**src/rtl/wbr_ctrl.sv**
```systemverilog
`timescale 1ns/1ps
// -----------------------------------------------------------------------------
// wbr_ctrl -- IEEE 1500 wrapper serial control sequencer with WIR.
//
// Purpose:
//   Holds the Wrapper Instruction Register, decodes the active instruction into
//   WBR mode controls and generates WBR capture/shift/update enables, either as
//   registered copies of the serial WSC strobes or from an internal auto-scan
//   engine when WP_EXTEST is active.
//
// Optional feature (compile-time macro WBR_CTRL_SAFE_RESET_EN):
//   defined   -> wir_q resets to WS_SAFE (011) and wbr_mode/wse_outputs/
//                hold_outputs are 1 from the first cycle after reset.
//   undefined -> wir_q resets to WS_BYPASS (000), all mode outputs 0.
//
// Ports:
//   CLK, reset          clock, synchronous active-high reset
//   WSI, WSO            serial data in / out
//   SelectWIR           1 = WSC targets the WIR, 0 = the selected WR
//   CaptureWR/ShiftWR/UpdateWR  WSC strobes
//   wbr_so              serial out of the WBR chain
//   run_req             auto-scan start pulse (WP_EXTEST only)
//   wir_q               active instruction (raw value)
//   wse_outputs, hold_outputs, wbr_mode   WBR mode controls (registered decode)
//   wbr_capture, wbr_shift, wbr_update    WBR enables
//   busy, done          auto-scan in progress / 1-cycle end pulse
//   protocol_err        1-cycle pulse on an illegal strobe combination
//   scan_state          auto-scan FSM state (debug)
//
// Strobe protocol: a strobe is accepted only when exactly one of
// CaptureWR/ShiftWR/UpdateWR is high and busy is low. Two or more strobes in a
// cycle, or any strobe while busy, does nothing and pulses protocol_err in the
// following cycle. There is no back-pressure; strobes are never stalled.
// -----------------------------------------------------------------------------
module wbr_ctrl #(
  parameter int WIR_WIDTH = 3,
  parameter int WBR_LEN   = 21,
  parameter int CNT_W     = 5
) (
  input  logic                 CLK,
  input  logic                 reset,
  input  logic                 WSI,
  input  logic                 SelectWIR,
  input  logic                 CaptureWR,
  input  logic                 ShiftWR,
  input  logic                 UpdateWR,
  input  logic                 wbr_so,
  input  logic                 run_req,
  output logic                 WSO,
  output logic [WIR_WIDTH-1:0] wir_q,
  output logic                 wse_outputs,
  output logic                 hold_outputs,
  output logic                 wbr_mode,
  output logic                 wbr_capture,
  output logic                 wbr_shift,
  output logic                 wbr_update,
  output logic                 busy,
  output logic                 done,
  output logic                 protocol_err,
  output logic [2:0]           scan_state
);

  localparam logic [WIR_WIDTH-1:0] I_EXTEST    = WIR_WIDTH'(1);
  localparam logic [WIR_WIDTH-1:0] I_INTEST    = WIR_WIDTH'(2);
  localparam logic [WIR_WIDTH-1:0] I_SAFE      = WIR_WIDTH'(3);
  localparam logic [WIR_WIDTH-1:0] I_WP_EXTEST = WIR_WIDTH'(4);

`ifdef WBR_CTRL_SAFE_RESET_EN
  localparam logic [WIR_WIDTH-1:0] RST_WIR  = I_SAFE;
  localparam logic                 RST_MODE = 1'b1;
`else
  localparam logic [WIR_WIDTH-1:0] RST_WIR  = '0;
  localparam logic                 RST_MODE = 1'b0;
`endif

  typedef enum logic [2:0] {
    S_IDLE    = 3'd0,
    S_SHIFT   = 3'd1,
    S_UPDATE  = 3'd2,
    S_CAPTURE = 3'd3,
    S_DONE    = 3'd4
  } state_t;

  state_t             state, state_n;
  logic [CNT_W-1:0]   cnt, cnt_n;
  logic               fsm_shift, fsm_update, fsm_capture;

  logic [WIR_WIDTH-1:0] wir_stage;
  logic                 bypass_q;
  logic                 ser_capture, ser_shift, ser_update;
  logic                 is_safe_q, is_ext_q;

  // ---------------------------------------------------------------------------
  // Instruction decode of the current WIR (unregistered; used for routing).
  // Unused codes above WP_EXTEST behave as WS_BYPASS.
  // ---------------------------------------------------------------------------
  logic is_wp, is_std, is_bypass;
  assign is_wp     = (wir_q == I_WP_EXTEST);
  assign is_std    = (wir_q == I_EXTEST) || (wir_q == I_INTEST) || (wir_q == I_SAFE);
  assign is_bypass = !is_wp && !is_std;

  // ---------------------------------------------------------------------------
  // Strobe qualification
  // ---------------------------------------------------------------------------
  logic [1:0] n_strobes;
  logic       any_strobe, multi_strobe, strobe_ok;
  logic       cap_ok, shift_ok, upd_ok;

  assign n_strobes    = 2'(CaptureWR) + 2'(ShiftWR) + 2'(UpdateWR);
  assign any_strobe   = (n_strobes != 2'd0);
  assign multi_strobe = (n_strobes > 2'd1);
  assign strobe_ok    = any_strobe && !multi_strobe && !busy;
  assign cap_ok       = strobe_ok && CaptureWR;
  assign shift_ok     = strobe_ok && ShiftWR;
  assign upd_ok       = strobe_ok && UpdateWR;

  // ---------------------------------------------------------------------------
  // Auto-scan FSM: state register
  // ---------------------------------------------------------------------------
  always_ff @(posedge CLK) begin
    if (reset) begin
      state <= S_IDLE;
      cnt   <= '0;
    end else begin
      state <= state_n;
      cnt   <= cnt_n;
    end
  end

  // Auto-scan FSM: next state. The counter is loaded with WBR_LEN-1 so that
  // SHIFT lasts exactly WBR_LEN cycles (it leaves on the cycle cnt reads 0).
  always_comb begin
    state_n = state;
    cnt_n   = cnt;
    case (state)
      S_IDLE: begin
        if (run_req && is_wp) begin
          state_n = S_SHIFT;
          cnt_n   = CNT_W'(WBR_LEN - 1);
        end
      end
      S_SHIFT: begin
        if (cnt == '0) state_n = S_UPDATE;
        else           cnt_n   = cnt - CNT_W'(1);
      end
      S_UPDATE:  state_n = S_CAPTURE;
      S_CAPTURE: state_n = S_DONE;
      S_DONE:    state_n = S_IDLE;
      default:   state_n = S_IDLE;
    endcase
  end

  // Auto-scan FSM: outputs
  always_comb begin
    fsm_shift   = 1'b0;
    fsm_update  = 1'b0;
    fsm_capture = 1'b0;
    busy        = 1'b0;
    done        = 1'b0;
    case (state)
      S_SHIFT:   begin fsm_shift   = 1'b1; busy = 1'b1; end
      S_UPDATE:  begin fsm_update  = 1'b1; busy = 1'b1; end
      S_CAPTURE: begin fsm_capture = 1'b1; busy = 1'b1; end
      S_DONE:    begin done        = 1'b1; busy = 1'b1; end
      default:   ;
    endcase
  end

  assign scan_state = state;

  // ---------------------------------------------------------------------------
  // WIR shift/update stages. Updates while busy are already blocked by
  // strobe_ok, so the instruction cannot change under a running scan.
  // ---------------------------------------------------------------------------
  always_ff @(posedge CLK) begin
    if (reset) begin
      wir_q     <= RST_WIR;
      wir_stage <= '0;
    end else if (SelectWIR) begin
      if (cap_ok)   wir_stage <= WIR_WIDTH'(1);
      if (shift_ok) wir_stage <= {WSI, wir_stage[WIR_WIDTH-1:1]};
      if (upd_ok)   wir_q     <= wir_stage;
    end
  end

  // Bypass register (WR path, WS_BYPASS and unused codes)
  always_ff @(posedge CLK) begin
    if (reset) begin
      bypass_q <= 1'b0;
    end else if (!SelectWIR && is_bypass) begin
      if (shift_ok) bypass_q <= WSI;
      if (cap_ok)   bypass_q <= 1'b0;
    end
  end

  // Registered serial strobe copies for EXTEST/INTEST/SAFE. WP_EXTEST drops
  // serial strobes so the auto-scan engine owns the WBR enables.
  always_ff @(posedge CLK) begin
    if (reset) begin
      ser_capture <= 1'b0;
      ser_shift   <= 1'b0;
      ser_update  <= 1'b0;
    end else begin
      ser_capture <= cap_ok   && !SelectWIR && is_std;
      ser_shift   <= shift_ok && !SelectWIR && is_std;
      ser_update  <= upd_ok   && !SelectWIR && is_std;
    end
  end

  always_ff @(posedge CLK) begin
    if (reset) protocol_err <= 1'b0;
    else       protocol_err <= multi_strobe || (busy && any_strobe);
  end

  // ---------------------------------------------------------------------------
  // Registered mode decode (valid the cycle after wir_q changes)
  // ---------------------------------------------------------------------------
  always_ff @(posedge CLK) begin
    if (reset) begin
      wbr_mode    <= RST_MODE;
      wse_outputs <= RST_MODE;
      is_safe_q   <= RST_MODE;
      is_ext_q    <= 1'b0;
    end else begin
      wbr_mode    <= is_std || is_wp;
      wse_outputs <= (wir_q == I_EXTEST) || (wir_q == I_SAFE) || is_wp;
      is_safe_q   <= (wir_q == I_SAFE);
      is_ext_q    <= (wir_q == I_EXTEST) || is_wp;
    end
  end

  // Serial copies and the FSM never overlap: serial strobes are blocked while
  // busy, and the FSM only runs under WP_EXTEST where serial copies are off.
  assign wbr_capture  = ser_capture || fsm_capture;
  assign wbr_shift    = ser_shift   || fsm_shift;
  assign wbr_update   = ser_update  || fsm_update;
  assign hold_outputs = is_safe_q || (wbr_shift && is_ext_q);

  always_comb begin
    if (SelectWIR)      WSO = wir_stage[0];
    else if (is_bypass) WSO = bypass_q;
    else                WSO = wbr_so;
  end

endmodule

```
**config.mk**
```make
export PLATFORM = sky130hd
export DESIGN_NAME = wbr_ctrl
export DESIGN_NICKNAME = d
export VERILOG_FILES = /design/src/rtl/wbr_ctrl.sv
export SDC_FILE = /design/constraint.sdc
export NUM_CORES = 1
export LEC_CHECK = 0
export CAP_MARGIN = 20
export CORE_MARGIN = 2
export CORE_UTILIZATION = 44
export CTS_CLUSTER_DIAMETER = 30
export DETAILED_ROUTE_END_ITERATION = 6
export GPL_TIMING_DRIVEN = 0
export PLACE_DENSITY = 0.71
export SLEW_MARGIN = 20
export SYNTH_ARGS = -nofsm -noshare
export SYNTH_HDL_FRONTEND = slang
export SYNTH_SLANG_ARGS = --single-unit
```
**constraint.sdc**
```tcl
create_clock -name CLK -period 1.9 [get_ports CLK]
set_input_delay 0.38 -clock CLK [delete_from_list [all_inputs] [get_ports CLK]]
set_output_delay 0.38 -clock CLK [all_outputs]
set_load 0.01 [all_outputs]
```
### Word-level counts from Yosys, hierarchy flattened

Cells that the tools add are included.

| cells by class | value |
|---|---|
| eq/ne operators | 11 |
| add/subtract/negate cells | 3 |
| order comparisons | 1 |
| reduce and logical (&&, ||, !) cells | 43 |
| muxes and demuxes | 17 |

Operator list:

| cell | count |
|---|---|
| logical AND 1 bit | 16 |
| equality test 3 x 2 -> 1 bit, second input constant | 4 |
| 2-to-1 mux 3 bit | 4 |
| one-hot mux 3 bit (4 select lines) | 1 |
| logical OR 1 bit | 11 |
| 2-to-1 mux 5 bit | 2 |
| one-hot mux 5 bit (2 select lines) | 1 |
| 2-to-1 mux 1 bit | 9 |
| AND reduction 2 bit | 4 |
| equality test 3 x 1 -> 1 bit, second input constant | 2 |
| equality test 3 bit, second input constant | 2 |
| inequality test 2 bit, second input constant | 3 |
| nonzero test 2 bit | 3 |
| logical NOT 1 bit | 5 |
| logical NOT 5 bit | 1 |
| subtractor 5 x 1 -> 5 bit, second input constant | 1 |
| OR reduction 4 bit | 1 |
| logical NOT 3 bit | 1 |
| AND reduction 3 bit | 1 |
| adder 1 x 1 -> 2 bit | 1 |
| adder 2 x 1 -> 2 bit | 1 |
| > comparator 2 x 1 -> 1 bit, second input constant | 1 |

| word-level totals | value |
|---|---|
| output and inout bits | 16 |
| word-level logic and storage cells | 88 |
| register bits after elaboration | 23 |

### Depth between registers and ports, before layout

| depth | value |
|---|---|
| depth in word-level cells | 9 |
| mapped depth | 6 |

### Worst setup path after synthesis

OpenSTA, ideal clock, no wires.

| timing path | value |
|---|---|
| path type | input-to-reg |
| from | input CaptureWR |
| to | register wir_q[0] |
| arrival time | 1.772 ns |
| cell stages on the path | 5 |
| buffers on the path | 0 |
| setup slack | 0.001 ns |
| required time | 1.772 ns |
| cell sequence | fa_1 nand2_1 a2111oi_4 mux2i_1 nor2_1 |

| on the way | value |
|---|---|
| longest elaborated chain between the ends | 8 |
| elaborated cells between the ends (all ways) | 9 |
| classes of those cells | add/sub: 2; order compare: 1; reduce/logical: 6 |

Ends and longest elaborated chain:

| what | line | RTL |
|---|---|---|
| start: declaration | 44 | `input logic CaptureWR,` |
| adder 1 x 1 -> 2 bit * | 109 | `assign n_strobes = 2'(CaptureWR) + 2'(ShiftWR) + 2'(UpdateWR);` |
| adder 2 x 1 -> 2 bit * | 109 |  |
| > comparator 2 x 1 -> 1 bit | 111 | `assign multi_strobe = (n_strobes > 2'd1);` |
| logical NOT 1 bit | 112 | `assign strobe_ok = any_strobe && !multi_strobe && !busy;` |
| logical AND 1 bit * (2 in series) | 112 |  |
| logical AND 1 bit * | 115 | `assign upd_ok = strobe_ok && UpdateWR;` |
| AND reduction 2 bit (no line) * | n/a |  |
| end signal: assignment | 182 | `if (upd_ok) wir_q <= wir_stage;` |
| end: declaration | 50 | `output logic [WIR_WIDTH-1:0] wir_q,` |

Mark *: on every way between the ends. The rest lies on a longest branch, timed or not.
A chain may end at the register's enable or synchronous reset.

### Final worst setup path

| timing path | value |
|---|---|
| from | register wir_q[1] |
| to | output WSO |

| on the way | value |
|---|---|
| longest elaborated chain between the ends | 7 |
| elaborated cells between the ends (all ways) | 11 |
| classes of those cells | eq/ne: 4; mux: 2; reduce/logical: 5 |

Ends and longest elaborated chain:

| what | line | RTL |
|---|---|---|
| equality test 3 x 1 -> 1 bit / equality test 3 x 2 -> 1 bit (equally long branches) | 99 | `assign is_std = (wir_q == I_EXTEST) \|\| (wir_q == I_INTEST) \|\| (wir_q == I_SAFE);` |
| logical OR 1 bit (2 in series) | 99 |  |
| logical NOT 1 bit | 100 | `assign is_bypass = !is_wp && !is_std;` |
| logical AND 1 bit * | 100 |  |
| 2-to-1 mux 1 bit * | 241 | `else if (is_bypass) WSO = bypass_q;` |
| 2-to-1 mux 1 bit * | 240 | `if (SelectWIR) WSO = wir_stage[0];` |
| end: declaration | 49 | `output logic WSO,` |

Marked as above.

==> flow_summary.ini <==
[route]
vias = 1073
vias_per_cell = 5.65
drc = 0
drtIter0Drc = 13
antenna_left = 0
dr.pass1.iters = 5
wl_per_cell_um = 15.1
wirelength_mm = 2.87

[floorplanning]
dieArea_um2 = 3010
core-area_um2 = 2450
initial_utilization_pct = 46.4
top_level_ports = 25
die_w_um = 54.9
die_y_um = 54.9
fp-row-count = 18

[global_route]
grt_pass1_vias = 1063
antenna_found_initial = 0
gr-usage-all-layers_pct = 20.5
grt_overflow = 0
grt_pass1_wl_mm = 4.42
grt_max_degree = 13

[sta]
worst_slack_ps = -60.1
slew_headroom_pct = 66.3
setup_violations = 1
drv_slew = 0
hold_violations = 0
worst_slew_pin_slew_ps = 505
max_freq_mhz = 510
rsz0062_at_grt = true
fin_crit_ps = 1960
skew_ps = 1.12
fin_crit_sh_pct = 103
fin_tns_setup_ps = -60.1

[cts]
cts_buffer_depth = 2
cts_max_level = 1
ctsHoldBuffers = 0
clkTransAtPathRegs_ps = 120
cts.sinks = 23
cts_tree = built
clockRootBuffer = clkbuf_4
cts_buffers = 3
clk_latency_ps = 300

[finish]
syn2layout_area_growth_pct = 39.8
nets = 172
drive_gt1_share_pct = 26.3
stdcell_area_um2 = 1590
num_antenna_cells = 0

[place]
placed_area_um2 = 1420
place_congestion = 0.824
port_buffers = 24
hpwl_mm = 1.96

[synthesis]
synth_largest_area_cell = dfxtp_1
syn_area_um2 = 1140
synth_edf_count = 0
yosysSeqAreaShare_pct = 40.4
ys_ff_latch = 23
synthArstFlopShare_pct = 0
ys_warn_count = 0
yosysUniqueCellTypes = 42
yosysTopAreaCellShare_pct = 40.4
synthFlopType = dfxtp_1
synthCells = 124
synth_nets = 135
synth_area_leaders = dfxtp_1, mux2i_1, and2_1, nor2_1, a21oi_1
avgSynthCellArea_um2 = 9.18

[critical_path]
cp_top_family = flip-flops
worst_path_max_delay_cell = dfxtp_2
critPathMaxFanout = 6
startpoint_type = flip-flop
r2r_start = scan_state[2]
crit_chain = nor2_4 > xor2_2 > mux2i_1 > o21ai_0 > dlygate4sd2_1
critPathArrivalTime_ps = 1580
worstSetupPathType = reg -> out
timing.rr.end = ser_capture
end_kind = output port
path_buf_inv = 1
r2r_slack_ps = 60
cp_slowest_stage_delay_ps = 380
r2r_cells = 5
required_ps = 1520

[power_and_ir_drop]
power.density_nw_per_um2 = 567
power.leakage_uw = 0.000637
total_power_uw = 903
irDropWorstVdd_mv = 0.417

[run]
cap_violations = 0

[status]
failed_checks = setup timing
outcome = finished, violations left

[min_path]
hold_path_depth = 2
hold_class = in -> reg
hold_start = UpdateWR
min_to = ser_update
cell usage after synthesis (2+ instances only):
library cell,instances
a21oi_1,7
and2_1,6
clkbuf_1,5
dfxtp_1,23
inv_1,5
mux2i_1,4
nand2_1,8
nand2b_1,2
nand3b_1,2
nand4b_1,2
nor2_1,10
nor3_1,5
nor3b_1,4
nor4_1,2
o21ai_0,7
o21bai_1,2
o31ai_1,2
o41ai_1,2
or2_2,2
or3_1,2
worst register-to-register path: stages, from the launching register on:
cell,delay [ps]
dfxtp_4,390
or3_4,400
buf_6,140
a2111o_1,460
nor4_2,250
and2_1,170
state kept, by name, indices dropped and copies added (netlist names):
name,cells
ser_shift,1
wir_stage,3
wse_outputs,1
ser_update,1
is_safe_q,1
wbr_mode,1
bypass_q,1
ser_capture,1
wir_q,3
protocol_err,1
scan_state,3
is_ext_q,1
cnt,5
kinds of logic (layout without fill, tap and decap cells):
| logic type | Yosys count | after routing | synth area share, % |
|---|---|---|---|
| DFF | 23 | 23 | 40.4 |
| xor gates and xnor gates | 2 | 2 | 1.54 |
| adders and majority gates | 2 | 2 | 2.86 |
| AOI/OAI and AO/OA | 30 | 30 | 19.8 |
| and+or+nand+nor | 52 | 52 | 27.6 |
| muxes | 4 | 4 | 3.52 |
| buffers and inverters | 11 | 47 | 4.29 |
layer usage:
metal / share of wire, % / GRT usage, % / up-vias
met5: 0 / 0 / -
met4: 1.6 / 12.1 / 0
met3: 3.7 / 2.46 / 6
met2: 52 / 38.5 / 29
met1: 42 / 21.4 / 511
li1: - / - / 527
report_power, final:
group | switching (uW) | internal (uW)
logic | 85.6 | 96.0
clock network | 142 | 81.9
registers | 10.6 | 487
metrics by stage:
step	utilization [%]	std cells	hold WS (ps)	setup slack, ps
floorplan	-	124	445	0.802
global placement	57.7	178	471	-648
detailed placement	57.7	178	475	-697
CTS	62.0	186	497	-79.4
global route	64.8	190	323	-187
finish	64.8	190	327	-60.1
cell usage in the layout (no fill, tap or decap), drive strengths merged, types with 5 or more instances in the layout:
master / synthesis / layout
a21oi: 7 / 7
and2: 6 / 6
buf: 1 / 12
clkbuf: 5 / 12
clkdlybuf4s50: 0 / 14
dfxtp: 23 / 23
inv: 5 / 5
nand2: 8 / 8
nor2: 10 / 10
nor3: 6 / 6
o21ai: 7 / 7
timing repair:
item | 4_1_cts | 5_1_grt
cloned | 0 | 1
gates resized for setup | 40 | 19
endpoints found under the setup margin | 22 | 15
pin swaps | 3 | 5
setup buffers | 4 | 4
endpoints found under the hold margin | 0 | 0
layout make-up:
cell class / count / area [um^2]
multi-input combinational: 90 / 686
timing repair buffer: 33 / 300
inverter: 5 / 18.8
tap: 30 / 37.5
clock buffer: 4 / 26.3
sequential: 23 / 478
fill: 225 / 863
buffer: 5 / 45.0
how the worst max path moves through the flow:
stage	start	to	slack, ps	depth (start not counted)
floorplan	CaptureWR	wir_q[0]	0.8	5
global placement	ShiftWR	wir_q[2]	-650	6
detailed placement	CaptureWR	wir_q[1]	-700	6
CTS	wir_q[0]	WSO	-80	5
global route	wir_q[1]	WSO	-190	5
finish	wir_q[1]	WSO	-60	5
Power figures use the tool's default switching activity.
